$ cat config.mk
export PLATFORM = sky130hd
export DESIGN_NAME = pre_emphasis_mc
export DESIGN_NICKNAME = d
export VERILOG_FILES = /design/src/rtl/pre_emphasis_mc.sv
export SDC_FILE = /design/constraint.sdc
export NUM_CORES = 1
export LEC_CHECK = 0
export CAP_MARGIN = 25
export CELL_PAD_IN_SITES_DETAIL_PLACEMENT = 1
export CELL_PAD_IN_SITES_GLOBAL_PLACEMENT = 1
export CORE_UTILIZATION = 45
export CTS_BUF_LIST = sky130_fd_sc_hd__clkbuf_16
export CTS_CLUSTER_DIAMETER = 60
export DETAILED_ROUTE_END_ITERATION = 6
export GPL_ROUTABILITY_DRIVEN = 0
export GPL_TIMING_DRIVEN = 0
export PLACE_DENSITY = 0.85
export SLEW_MARGIN = 20
export SYNTH_ARGS = -nofsm -noshare
export SYNTH_HDL_FRONTEND = slang
export SYNTH_SLANG_ARGS = --single-unit
$ cat constraint.sdc
create_clock -name clk -period 7.7 [get_ports clk]
set_input_delay 1.54 -clock clk [delete_from_list [all_inputs] [get_ports clk]]
set_output_delay 1.54 -clock clk [all_outputs]
set_load 0.01 [all_outputs]
$ cat src/rtl/pre_emphasis_mc.sv
// Multi-channel pre-emphasis filter: y[n] = x[n] - alpha*x[n-1] per channel.
// Time-interleaved channels keep independent history; two-stage valid/ready
// pipeline with full backpressure, runtime alpha, bypass and output saturation.
module pre_emphasis_mc #(
   parameter int DATA_W = 16,
   parameter int COEF_W = 16,
   parameter int NUM_CH = 2,
   parameter int CH_W   = 1
) (
   input  logic              clk,
   input  logic              rst_n,
   input  logic              s_valid,
   output logic              s_ready,
   input  logic [DATA_W-1:0] s_data,
   input  logic [CH_W-1:0]   s_ch,
   input  logic              s_first,
   input  logic [COEF_W-1:0] cfg_alpha,
   input  logic              cfg_bypass,
   output logic              m_valid,
   input  logic              m_ready,
   output logic [DATA_W-1:0] m_data,
   output logic [CH_W-1:0]   m_ch,
   output logic              m_first,
   output logic              sat_flag,
   output logic              ch_err,
   input  logic              flag_clr
);

   // Product width: signed sample times unsigned coefficient, full precision.
   localparam int PW = DATA_W + COEF_W + 1;
   // Difference width: two guard bits above the sample width.
   localparam int DW = DATA_W + 2;

   localparam logic [CH_W:0]        NUM_CH_L = (CH_W + 1)'(NUM_CH);
   localparam logic signed [PW-1:0] ROUND_C  = PW'(2 ** (COEF_W - 1));
   localparam logic [DATA_W-1:0]    SAT_MAX  = {1'b0, {(DATA_W - 1){1'b1}}};
   localparam logic [DATA_W-1:0]    SAT_MIN  = {1'b1, {(DATA_W - 1){1'b0}}};

   // Per-channel previous-sample history.
   logic [DATA_W-1:0] hist [NUM_CH];

   // Stage 1 registers.
   logic              s1_valid;
   logic [DATA_W-1:0] s1_x;
   logic [DATA_W-1:0] s1_prev;
   logic [COEF_W-1:0] s1_alpha;
   logic              s1_bypass;
   logic [CH_W-1:0]   s1_ch;
   logic              s1_first;

   // Handshake and channel qualification.
   logic adv1;
   logic adv2;
   logic accept;
   logic ch_ok;

   // Stage 1 history read.
   logic [DATA_W-1:0] prev_sel;

   // Stage 2 arithmetic.
   logic signed [PW-1:0] prev_ext;
   logic signed [PW-1:0] alpha_ext;
   logic signed [PW-1:0] prod;
   logic signed [PW-1:0] prod_rnd;
   logic signed [PW-1:0] q_full;
   logic [DW-1:0]        diff;
   logic [DATA_W-1:0]    y_next;
   logic                 sat_now;

   // The output stage moves when it is empty or being drained; stage 1 moves
   // when it is empty or the output stage can take its contents.
   assign adv2    = !m_valid || m_ready;
   assign adv1    = !s1_valid || adv2;
   assign s_ready = adv1;
   assign accept  = s_valid && adv1;
   assign ch_ok   = ({1'b0, s_ch} < NUM_CH_L);

   // Select the channel's previous sample, forced to zero at a stream start.
   always_comb begin
      prev_sel = '0;
      if (!s_first) begin
         for (int i = 0; i < NUM_CH; i++) begin
            if (s_ch == CH_W'(i)) begin
               prev_sel = hist[i];
            end
         end
      end
   end

   // History update: the old value was already captured into s1_prev this edge.
   always_ff @(posedge clk or negedge rst_n) begin
      if (!rst_n) begin
         for (int i = 0; i < NUM_CH; i++) begin
            hist[i] <= '0;
         end
      end else if (accept && ch_ok) begin
         for (int i = 0; i < NUM_CH; i++) begin
            if (s_ch == CH_W'(i)) begin
               hist[i] <= s_data;
            end
         end
      end
   end

   // Stage 1: capture the sample, its predecessor and the config in effect.
   always_ff @(posedge clk or negedge rst_n) begin
      if (!rst_n) begin
         s1_valid  <= 1'b0;
         s1_x      <= '0;
         s1_prev   <= '0;
         s1_alpha  <= '0;
         s1_bypass <= 1'b0;
         s1_ch     <= '0;
         s1_first  <= 1'b0;
      end else if (adv1) begin
         s1_valid <= accept && ch_ok;
         if (accept) begin
            s1_x      <= s_data;
            s1_prev   <= prev_sel;
            s1_alpha  <= cfg_alpha;
            s1_bypass <= cfg_bypass;
            s1_ch     <= s_ch;
            s1_first  <= s_first;
         end
      end
   end

   // Stage 2 datapath: rounded prev*alpha, subtract, then clamp to range.
   always_comb begin
      prev_ext  = {{(PW - DATA_W){s1_prev[DATA_W-1]}}, s1_prev};
      alpha_ext = {{(PW - COEF_W){1'b0}}, s1_alpha};
      prod      = prev_ext * alpha_ext;
      prod_rnd  = prod + ROUND_C;
      q_full    = prod_rnd >>> COEF_W;
      diff      = {{2{s1_x[DATA_W-1]}}, s1_x} - q_full[DW-1:0];
      sat_now   = 1'b0;
      y_next    = diff[DATA_W-1:0];
      if (s1_bypass) begin
         y_next = s1_x;
      end else if (diff[DW-1:DATA_W-1] != {3{diff[DW-1]}}) begin
         sat_now = 1'b1;
         y_next  = diff[DW-1] ? SAT_MIN : SAT_MAX;
      end
   end

   // Output register: holds steady while the consumer stalls.
   always_ff @(posedge clk or negedge rst_n) begin
      if (!rst_n) begin
         m_valid <= 1'b0;
         m_data  <= '0;
         m_ch    <= '0;
         m_first <= 1'b0;
      end else if (adv2) begin
         m_valid <= s1_valid;
         if (s1_valid) begin
            m_data  <= y_next;
            m_ch    <= s1_ch;
            m_first <= s1_first;
         end
      end
   end

   // Sticky status flags; a new event in the same cycle beats a clear.
   always_ff @(posedge clk or negedge rst_n) begin
      if (!rst_n) begin
         sat_flag <= 1'b0;
         ch_err   <= 1'b0;
      end else begin
         if (adv2 && s1_valid && sat_now) begin
            sat_flag <= 1'b1;
         end else if (flag_clr) begin
            sat_flag <= 1'b0;
         end
         if (accept && !ch_ok) begin
            ch_err <= 1'b1;
         end else if (flag_clr) begin
            ch_err <= 1'b0;
         end
      end
   end

endmodule

==> impl_metrics.tcl <==
set metrics [dict create \
    run_status "complete, but fails checks" \
    violations "negative setup slack" \
    ys_seq_elements 104 \
    hold-worst-slack_ns 0.531 \
    area_growth_pct 24.7 \
    drtAntennaViolNets 0 \
    critical-path-max-stage-delay_ns 0.62 \
    most_frequent_standard_cell_in_the_layout_excluding_fill_and_tap_cells "inv_1" \
    post_synth_num_cell_types 63 \
    grt_remaining_overflow 0 \
    root_buffer "clkbuf_16" \
    worst_path_most_repeated_cell "fa_1" \
    layout_worst_path_cycle_share_pct 122 \
    route.vias.total 12500 \
    max_cap_violations 0 \
    drt-wirelength-per-cell_um 33.4 \
    start_util_pct 45.7 \
    postLayoutCoreUtil_pct 57.0 \
    critPathBufInv 7 \
    cp_top_family "adder cells" \
    synth.yosys.seq_area_share_pct 19.2 \
    drt-total-wl_um 65600 \
    core_area_um2 29600 \
    synth_ff_type "dfrtp_1" \
    num_rows 63 \
    remaining_drc_errors 0 \
    placed_cell_area_um2 14700 \
    worst_ep_required_time_ns 8.00 \
    timing_max_transition_violations_final 0 \
    worst_slew_margin_rel_pct 38.4 \
    whs_path_depth 1 \
    pin_count_of_the_biggest_net_entering_global_routing 76 \
    drtPass1Iterations 7 \
    timing.final.setup_violations 17 \
    hpwlAfterDp_um 32500 \
    cp.arrival_ns 9.73 \
    placement.io_buffers 58 \
    critical_path_class "reg -> reg" \
    mostFrequentLayoutCells "inv_1 (241), fa_1 (181), nand2_1 (161), ha_1 (121), and2_1 (113)" \
    worstRegToRegCells 32 \
    critPathSlowestCell "fa_1" \
    unrepaired_setup_endpoints_after_global_routing "true" \
    drt-initial-drc-count 1168 \
    timing.critical_path.depth 32 \
    final.min_clock_period_ns 9.43 \
    tightestPinTransition_ns 0.924 \
    critPathCaptureType "flop" \
    setup.reg_to_reg.worst_slack_ns -1.73 \
    finalInstanceArea_um2 16900 \
    via_count_of_the_first_global_routing_pass 13800 \
    cts_made_buffers 9 \
    ctsHtreeMaxLevel 3 \
    boundaryPins 62 \
    worstPathMaxFanout 7 \
    synth_edf_count 0 \
    hold_path_class "reg -> reg" \
    antenna_found_initial 9 \
    crit_path_start_kind "flop" \
    sink_count_of_the_clock_tree 104 \
    global_route_wire_length_before_repair_um 82900 \
    syn-num-nets 1761 \
    fin_tns_setup_ns -28.66 \
    route.detailed.vias_per_inst 6.37 \
    syn-cell-area_um2 13600 \
    die-area_um2 30800 \
    yosysWarnings 0 \
    tritoncts "done" \
    syn-instance-count 1389 \
    max_freq_mhz 106 \
    clock-skew-final_ns 0.0240 \
    synth_async_sr_flop_share_pct 100 \
    clock_latency_ns 0.39 \
    finalHoldViolCount 0 \
    final_net_count 1935 \
    ctsLongestPathBuffers 2 \
    fp.dieW_um 176 \
    post-route-worst-setup-slack_ns -1.73 \
    synth.avg_cell_area_um2 9.76 \
    post_cts_hold_buffer_count 0 \
    groute.usage.overall_pct 36.7 \
    post_route_cells_drive_above_1_share_pct 24.9 \
    clock_transition_at_path_regs_ns 0.08 \
    die_height_um 176 \
]
-- registers in the layout, indices dropped and copies added, names as in the netlist --
name	count
s1_first	1
m_valid	1
m_data	16
sat_flag	1
s1_alpha	16
s1_prev	16
s1_ch	1
s1_bypass	1
m_first	1
hist	32
m_ch	1
s1_valid	1
s1_x	16
-- timing repair --
item                       CTS  global route
pin swaps                   53            59
resized for setup          192            79
buffers inserted            67            39
setup endpoints to repair   17            17
cloned                       2             1
-- cell usage after synthesis, drive strengths merged (2+ instances only) --
| cell | count | share of area (%) |
|---|---|---|
| inv | 252 | 7.0 |
| fa | 194 | 29 |
| nand2 | 164 | 4.5 |
| ha | 138 | 13 |
| and2 | 117 | 5.4 |
| dfrtp | 104 | 19 |
| mux2 | 68 | 5.6 |
| a21oi | 48 | 2.2 |
| clkbuf | 48 | 1.3 |
| o21ai | 30 | 1.1 |
| xnor2 | 22 | 1.4 |
| nand3 | 19 | 0.70 |
| nor2 | 19 | 0.58 |
| mux2i | 17 | 1.3 |
| nand3b | 17 | 0.94 |
| o31ai | 17 | 0.98 |
| a21o | 16 | 0.89 |
| nand2b | 16 | 0.74 |
| nor2b | 15 | 0.69 |
| buf | 12 | 0.43 |
| xor2 | 10 | 0.65 |
| and3 | 4 | 0.18 |
| a211oi | 3 | 0.30 |
| a31oi | 3 | 0.14 |
| nand4 | 3 | 0.14 |
| o21a | 3 | 0.17 |
| or3 | 3 | 0.14 |
| a21boi | 2 | 0.11 |
| o21bai | 2 | 0.11 |
| o221ai | 2 | 0.18 |
| o41ai | 2 | 0.18 |
| or2 | 2 | 0.092 |
-- per-layer routing --
layer,up-vias,share of wire [%],wire length [um],track usage [%]
met1,6193,32,20800,39.6
met5,-,0.24,159,0
li1,4718,-,-,-
met2,1058,46,30000,61.6
met3,525,11,7470,9.11
met4,16,11,7210,28.8
-- stage by stage --
stage | setup slack, ns | std cells
global placement | -1.72 | 1837
finish | -1.73 | 1965
detailed placement | -2.00 | 1838
floorplan | 0.00961 | 1389
CTS | -0.531 | 1922
global route | -1.68 | 1959
-- kinds of logic after synthesis --
logic type,Yosys count,synth area share [%]
multiplexers,85,6.91
AO/OA/AOI/OAI,140,7.27
flip-flops,104,19.2
buffers and inverters,312,8.75
other,1,0.0277
XOR/XNOR,32,2.07
AND/OR/NAND/NOR,383,14.4
adder cells (fa/ha/maj),332,41.4
-- worst paths after layout --
kind | endpoint | start
min reg2reg | s1_x[0] | s1_x[0]
min in group asynchronous | m_data[11] | rst_n
max reg2reg | m_data[6] | s1_alpha[11]
max | m_data[6] | s1_alpha[11]
min | s1_x[0] | s1_x[0]
max in group asynchronous | s1_prev[5] | rst_n
-- area by class of cell --
| cell class | instances | area, um2 |
|---|---|---|
| sequential | 104 | 2640 |
| tap | 390 | 488 |
| multi-input combinational | 974 | 10500 |
| buffer | 57 | 500 |
| antenna | 7 | 17.5 |
| fill | 3223 | 12700 |
| clock inverter | 7 | 97.6 |
| clock buffer | 9 | 225 |
| inverter | 252 | 946 |
| timing repair buffer | 165 | 1500 |
Power is not shown: default switching activity piles up to over one toggle a cycle in this logic, so the estimate is an artifact.
